===== config.mk =====
export PLATFORM = sky130hd
export DESIGN_NAME = ram_fifo_ctrl
export DESIGN_NICKNAME = d
export VERILOG_FILES = /design/src/rtl/ram_fifo_ctrl.sv
export SDC_FILE = /design/constraint.sdc
export NUM_CORES = 1
export LEC_CHECK = 0
export CORE_ASPECT_RATIO = 0.7
export CORE_MARGIN = 3
export CORE_UTILIZATION = 45
export CTS_BUF_LIST = sky130_fd_sc_hd__clkbuf_16
export CTS_CLUSTER_DIAMETER = 50
export DETAILED_ROUTE_END_ITERATION = 6
export GPL_TIMING_DRIVEN = 0
export PLACE_DENSITY = 0.83
export REMOVE_ABC_BUFFERS = 1
export SYNTH_ARGS = -nofsm -noshare
export SYNTH_HDL_FRONTEND = slang
export SYNTH_SLANG_ARGS = --single-unit

===== constraint.sdc =====
create_clock -name clk -period 5.5 [get_ports clk]
set_input_delay 1.1 -clock clk [delete_from_list [all_inputs] [get_ports clk]]
set_output_delay 1.1 -clock clk [all_outputs]
set_load 0.02 [all_outputs]

===== src/rtl/ram_fifo_ctrl.sv =====
// FIFO controller in front of an external dual-port RAM with combinational read.
// Words reach a registered output stage one edge after being written; capacity is RAM + 1.
module ram_fifo_ctrl #(
  parameter int DATA_WIDTH = 16,
  parameter int DATA_DEPTH = 4
) (
  input  logic                  clk,
  input  logic                  rst,
  input  logic                  flush,
  input  logic [DATA_WIDTH-1:0] in_data,
  input  logic                  in_valid,
  output logic                  in_ready,
  output logic [DATA_WIDTH-1:0] out_data,
  output logic                  out_valid,
  input  logic                  out_ready,
  output logic                  ram_we,
  output logic [DATA_DEPTH-1:0] ram_aw,
  output logic [DATA_WIDTH-1:0] ram_d,
  output logic [DATA_DEPTH-1:0] ram_ar,
  input  logic [DATA_WIDTH-1:0] ram_qr,
  output logic [DATA_DEPTH:0]   level
);

  localparam int CAP = 1 << DATA_DEPTH;
  localparam logic [DATA_DEPTH:0] FULL = CAP[DATA_DEPTH:0];

  logic [DATA_DEPTH-1:0] wptr, rptr;
  logic [DATA_DEPTH:0]   ram_count, ram_count_nxt, level_nxt;
  logic                  push, load, out_valid_nxt;

  assign push = in_valid & in_ready & ~flush;
  // Refill the output stage whenever it is empty or being drained this cycle.
  assign load = (ram_count != '0) & (~out_valid | out_ready) & ~flush;

  assign ram_we = push;
  assign ram_aw = wptr;
  assign ram_d  = in_data;
  assign ram_ar = rptr;

  always_comb begin
    ram_count_nxt = ram_count;
    if (push && !load)
      ram_count_nxt = ram_count + 1'b1;
    else if (!push && load)
      ram_count_nxt = ram_count - 1'b1;

    out_valid_nxt = out_valid;
    if (load)
      out_valid_nxt = 1'b1;
    else if (out_valid && out_ready)
      out_valid_nxt = 1'b0;

    level_nxt = ram_count_nxt + {{DATA_DEPTH{1'b0}}, out_valid_nxt};
  end

  always_ff @(posedge clk or posedge rst) begin
    if (rst) begin
      wptr      <= '0;
      rptr      <= '0;
      ram_count <= '0;
      level     <= '0;
      out_data  <= '0;
      out_valid <= 1'b0;
      in_ready  <= 1'b0;
    end else if (flush) begin
      // out_data is left stale; out_valid=0 already marks it meaningless.
      wptr      <= '0;
      rptr      <= '0;
      ram_count <= '0;
      level     <= '0;
      out_valid <= 1'b0;
      in_ready  <= 1'b0;
    end else begin
      if (push)
        wptr <= wptr + 1'b1;
      if (load) begin
        rptr     <= rptr + 1'b1;
        out_data <= ram_qr;
      end
      ram_count <= ram_count_nxt;
      out_valid <= out_valid_nxt;
      level     <= level_nxt;
      in_ready  <= (ram_count_nxt != FULL);
    end
  end

endmodule


==> flow_summary.toml <==
[layout]
multi_input_area_um2 = 816
regArea_um2 = 901
diodes = 0
fin_area_um2 = 2490
nFillCells = 312
syn_to_final_growth_pct = 31.5
nets = 247
layout-drive-gt1-share_pct = 16.2
layout.cells.non_filler = 256

[placed_design]
dp_hpwl_um = 2900
post-place-cells = 249
io_buffer_count = 52
placed_cell_area_um2 = 2350
gp_congestion = 0.896
place_ws_ns = 1.07

[run_status]
status = "completed"

[clock_network]
clkTransAtPathRegs_ns = 0.05
cts_hold_buffers = 0
cts_buffers = 5
clock-root-buffer = "clkbuf_16"
post_cts_buffers = 0
htree_levels = 2
ctsResizeCount = 0
clock-sinks = 36
tritoncts = "yes"
clock_latency_ns = 0.28
clock_path_buffers = 2

[setup_path]
cp.arrival_ns = 4.28
r2r_setup_slack_ns = 2.37
cp_max_fo = 26
start_kind = "input pin"
r2r-start = "ram_count[0]"
rr_worst_depth = 8
r2r-end = "level[4]"
cp-end-kind = "register"
crit_type = "input pin to register"
required_ns = 5.66

[synth]
ys_warn_count = 0
synth_cell_types = 39
synth-edff-count = 0
synth-seq-cells = 36
synthTopCellsByArea = "dfrtp_1, mux2_2, buf_4"
synthArstFlopShare_pct = 100
yosysSeqAreaShare_pct = 47.7
yosysTopAreaCellShare_pct = 47.7
netlist_instances = 166
synth_top_cell_by_area = "dfrtp_1"
synthFlopType = "dfrtp_1"
syn_area_um2 = 1890
syn_area_per_cell_um2 = 11.4

[floorplan]
die_x_um = 83.5
fp-row-count = 19
coreArea_um2 = 3970
die_y_um = 60.2
num_io_pins = 85
dieArea_um2 = 5030
start_util_pct = 47.6

[worst_hold_path]
holdPathEnd = "out_data[8]"
worstHoldStart = "out_data[8]"
hold_path.class = "register to register"
holdPathStages = 1

[timing]
setup-violations-final = 0
timing.final.crit_period_ns = 4.13
finClkSkew_ns = 0.00276
fin_tns_setup_ns = 0
min_period_over_period_pct = 75.0
rsz0062_at_grt = "false"
hold_viol_final = 0
fmax_ghz = 0.242
relSlewSlack_pct = 11.2
drv_slew = 0
layout_setup_ws_ns = 1.37
tightest_slew_ns = 1.32

[detailed_routing]
drtIter0Drc = 90
drc = 0
dr_total_vias = 1337
wirelength_um = 3980
routedWlPerCell_um = 15.5
antenna_left = 0
via_per_inst = 5.22
drt-pass1-iter-count = 4

[global_route]
overflow = 0
antenna_found_initial = 0
first_global_vias = 1292
grt_use_total_pct = 17.0
grt_max_degree = 27
grt_pass1_wl_um = 6490

[power_and_ir_drop]
p_per_area_nw_per_um2 = 583
ir_worst_vdd_mv = 0.284
leakage_nw = 1.05

[flow_run]
drv_cap = 0
where the power goes:
| group | switching, W | leakage [nW] | internal [W] |
|---|---|---|---|
| sequential | 0.0000655 | 0.457 | 0.000365 |
| combinational | 0.000381 | 0.518 | 0.000379 |
| clock | 0.0000975 | 0.0709 | 0.000162 |
cells in the final DEF (no fill, tap or decap), types with 3 or more instances in the layout:
| cell | Yosys | layout |
|---|---|---|
| ha_1 | 6 | 6 |
| xor2_1 | 6 | 6 |
| dfrtp_1 | 36 | 36 |
| nor2_1 | 15 | 15 |
| xnor2_1 | 8 | 8 |
| inv_1 | 6 | 7 |
| and2_1 | 4 | 4 |
| nand3_1 | 3 | 3 |
| clkdlybuf4s50_1 | 0 | 52 |
| clkbuf_16 | 0 | 5 |
| nor3_1 | 4 | 4 |
| nand2_1 | 5 | 5 |
| mux2_2 | 18 | 18 |
| a21oi_1 | 7 | 7 |
stage by stage:
step                util [%]  hold slack, ns  power (W)
floorplan                  -           0.602   0.000921
global placement        58.6           0.490    0.00118
detailed placement      59.2           0.494    0.00119
CTS                     62.6           0.506    0.00146
global route            62.6           0.510    0.00154
finish                  62.6           0.502    0.00145
logic make-up (layout without fill, tap and decap cells):
| family | count (synthesis) | after routing | share of synthesized area (%) |
|---|---|---|---|
| flops | 36 | 36 | 47.7 |
| compound gates | 15 | 15 | 5.82 |
| mux | 20 | 20 | 12.4 |
| xor+xnor | 14 | 14 | 6.49 |
| simple gates | 47 | 47 | 14.4 |
| fa+ha+maj | 6 | 6 | 3.97 |
| buf+inv | 28 | 66 | 9.20 |
cells in the mapped netlist, drive strengths merged (2+ instances only):
master	n
o32ai	2
mux2i	2
and2	4
nor4	2
nor4b	2
a41oi	2
nor3	5
clkbuf	2
dfrtp	36
buf	20
xnor2	8
inv	6
mux2	18
nand3	3
a21oi	7
nand2	5
ha	6
nand4	2
nor2b	2
nor2	16
xor2	6
worst max-delay path by stage:
stage | from | to | slack (ns) | cells past startpoint
2_1_floorplan | out_ready | level[4] | 2.58 | 7
3_3_place_gp | flush | level[4] | 1.03 | 6
3_5_place_dp | flush | level[4] | 1.07 | 6
4_1_cts | flush | level[4] | 1.33 | 6
5_1_grt | flush | level[3] | 1.10 | 6
6_report | flush | level[4] | 1.37 | 6
flip-flops by register name (all words and copies together), names as in the netlist:
name / cells
in_ready: 1
level: 5
out_data: 16
out_valid: 1
ram_ar: 4
ram_aw: 4
ram_count: 5
critical path, stage by stage:
cell and delay, ns:
clkdlybuf4s50_1 0.90, nor3_2 1.26, a21oi_1 0.18, xor2_1 0.26
nor3b_2 0.21, mux2_2 0.36
routing by layer:
metal	global-route usage, %	up-vias	share of wire, %
met1	21.4	634	47
met3	8.82	10	9.8
li1	-	627	-
met5	3.03	-	0
met2	24.1	66	41
met4	8.03	0	1.8
area by class of cell:
class / count / share of cell area (%)
Sequential cell: 36 / 36.2
Multi-Input combinational cell: 102 / 32.8
Timing Repair Buffer: 53 / 22.0
Clock buffer: 5 / 5.03
Tap cell: 52 / 2.62
Inverter: 6 / 0.906
Clock inverter: 2 / 0.352
No activity file was read; power rests on OpenSTA's default activity.
==> variant (same flow settings) <==
The parameter `DATA_WIDTH` goes from 16 to 32.
--- a/src/rtl/ram_fifo_ctrl.sv
+++ b/src/rtl/ram_fifo_ctrl.sv
@@ -1,7 +1,7 @@
 // FIFO controller in front of an external dual-port RAM with combinational read.
 // Words reach a registered output stage one edge after being written; capacity is RAM + 1.
 module ram_fifo_ctrl #(
-  parameter int DATA_WIDTH = 16,
+  parameter int DATA_WIDTH = 32,
   parameter int DATA_DEPTH = 4
 ) (
   input  logic                  clk,
Ports: changed (resized in_data, out_data, ram_d and ram_qr); port bits go from 85 to 149. No check against the original RTL was run, so the function may have changed too.
==> variant against the unedited design <==
Worst setup slack better by 0.062 ns. Sequential cell count is 16 higher. Global-route usage is 2.0 points higher. Largest cell class unchanged. Die area is 34% higher. Cell area is 39% higher. Maximum frequency is 1.5% higher. Largest power group unchanged. Wire length is 60% higher. Area after synthesis is 38% higher. Total power is 57% higher. First-iteration DRC count is 12% higher.
==> variant: results (changes against the unedited design) <==
Worst hold path
  – Hold path start: out_data[31]
  – Hold Path End: out_data[31]
  – Hold path cells: 1 (unchanged)

Worst setup path
  – R2R cell count: 10 (+2)
  – R2R Setup Slk: 2.63 ns (+0.26 ns)
  – Worst path max stage delay: 0.92 ns (-0.34 ns)
  – CP max FO: 27 (+3.8%)
  – Delay-heaviest family, CP: buffers and inverters
  – R2R Path End: level[4]
  – CP max stage cell: clkdlybuf4s50_1
  – Arrival @ worst endpoint: 2.96 ns (-1.32 ns)

Detailed routing
  – Met2 wire length: 2540 um (+55%)
  – Initial drt markers: 101 (+12%)
  – WL/cell: 18.5 um (+19%)
  – Met3 WL: 816 um (+110%)
  – M1 WL: 2990 um (+60%)
  – Vias/cell: 5.22 (about the same)

Global routing
  – GR Util met2: 25.1% (+0.99 points)
  – Met1 Use GR: 26.5% (+5.1 points)
  – Met3 global-route usage: 12.3% (+3.4 points)
  – Initial antenna violation count: 0 (unchanged)
  – First-pass GRT wire length: 10100 um (+56%)
  – Tot GR Track Use: 19.0% (+2.0 points)
  – Largest net degree at the start of global routing: 36 (+33%)
  – Total gr overflow: 0 (unchanged)

Clock tree
  – Skew-Pair Late Insertion Delay: 0.28 ns (about the same)
  – TritonCTS buffer count: 5 (unchanged)
  – Clock Path Buffers: 2 (unchanged)

Placed design
  – Area after DPL: 3300 um2 (+40%)
  – Placed cell count: 335 (+35%)
  – Place WS: 1.38 ns (+0.304 ns)
  – GPL Wtd Cong: 0.847 (-5.5%)
  – Port Buffers: 84 (+62%)
  – Hpwl dp: 4870 um (+68%)

STA
  – Layout Skew: 0.00695 ns (+0.00419 ns)
  – Worst hold slack: 0.505 ns (+0.00326 ns)
  – Worst-margin pin slew: 1.00 ns (-0.324 ns)

Synthesis
  – Mux cell area share after synthesis: 14.7% (+2.3 points)
  – Synth Area in Compound Gates: 5.68% (-0.15 points)
  – Ranking of synthesized cells by area: dfrtp_1 (50%), mux2_2 (14%), buf_4 (9.2%)
  – Synth Area in Adders: 2.89% (-1.1 points)
  – Seq/Total Area, Yosys: 50.0% (+2.4 points)
  – Commonest cells post-synth: dfrtp_1 (52), mux2_2 (33), buf_4 (32)
  – Synth Instances: 218 (+31%)
  – Post-Synth XOR/XNOR Area: 4.67% (-1.8 points)
  – Unique masters post-synth: 38 (-2.6%)

Cells and area
  – Ratio of cells with drive above 1 in the final layout: 19.9% (+3.7 points)
  – Fillcell total: 437 (+40%)
  – # nets final: 345 (+40%)
  – Largest regs: out_data: 32 flops, level: 5 flops, ram_count: 5 flops
  – Final core occ: 63.9% (+1.3 points)
  – Final Instance Count excl. Fillers: 343 (+34%)

Power and ir drop
  – Worst VDD drop: 0.000295 V (+3.9%)
  – Leakage: 0.00144 uW (+38%)
  – Psw: 862 uW (+58%)

Outcome
  – Outcome: finished clean
variant: how the worst max path moves through the flow:
stage | slack [ns] | to | cells past startpoint | from
floorplan | 2.36 | level[4] | 6 | out_ready
global placement | 0.77 | level[4] | 6 | flush
detailed placement | 1.38 | level[3] | 6 | flush
CTS | 1.43 | ram_we | 3 | flush
global route | 1.28 | ram_we | 3 | flush
finish | 1.44 | ram_we | 3 | flush
variant: layout make-up:
class                           count  area (um2)  area share, %
Clock buffer                        5         125           3.61
Clock inverter                      3        42.5           1.23
Inverter                            7        26.3          0.758
Multi-Input combinational cell    118         993           28.7
Sequential cell                    52        1300           37.5
Tap cell                           72        90.1           2.60
Timing Repair Buffer               86         888           25.6
variant: power by group through the flow:
stage / Sequential, uW / Clock, uW / Combinational, uW
6_report: 658 / 345 / 1280
5_1_grt: 685 / 370 / 1380
4_1_cts: 660 / 353 / 1290
3_5_place_dp: 667 / 0 / 1280
3_3_place_gp: 653 / 0 / 1220
2_1_floorplan: 838 / 0 / 606
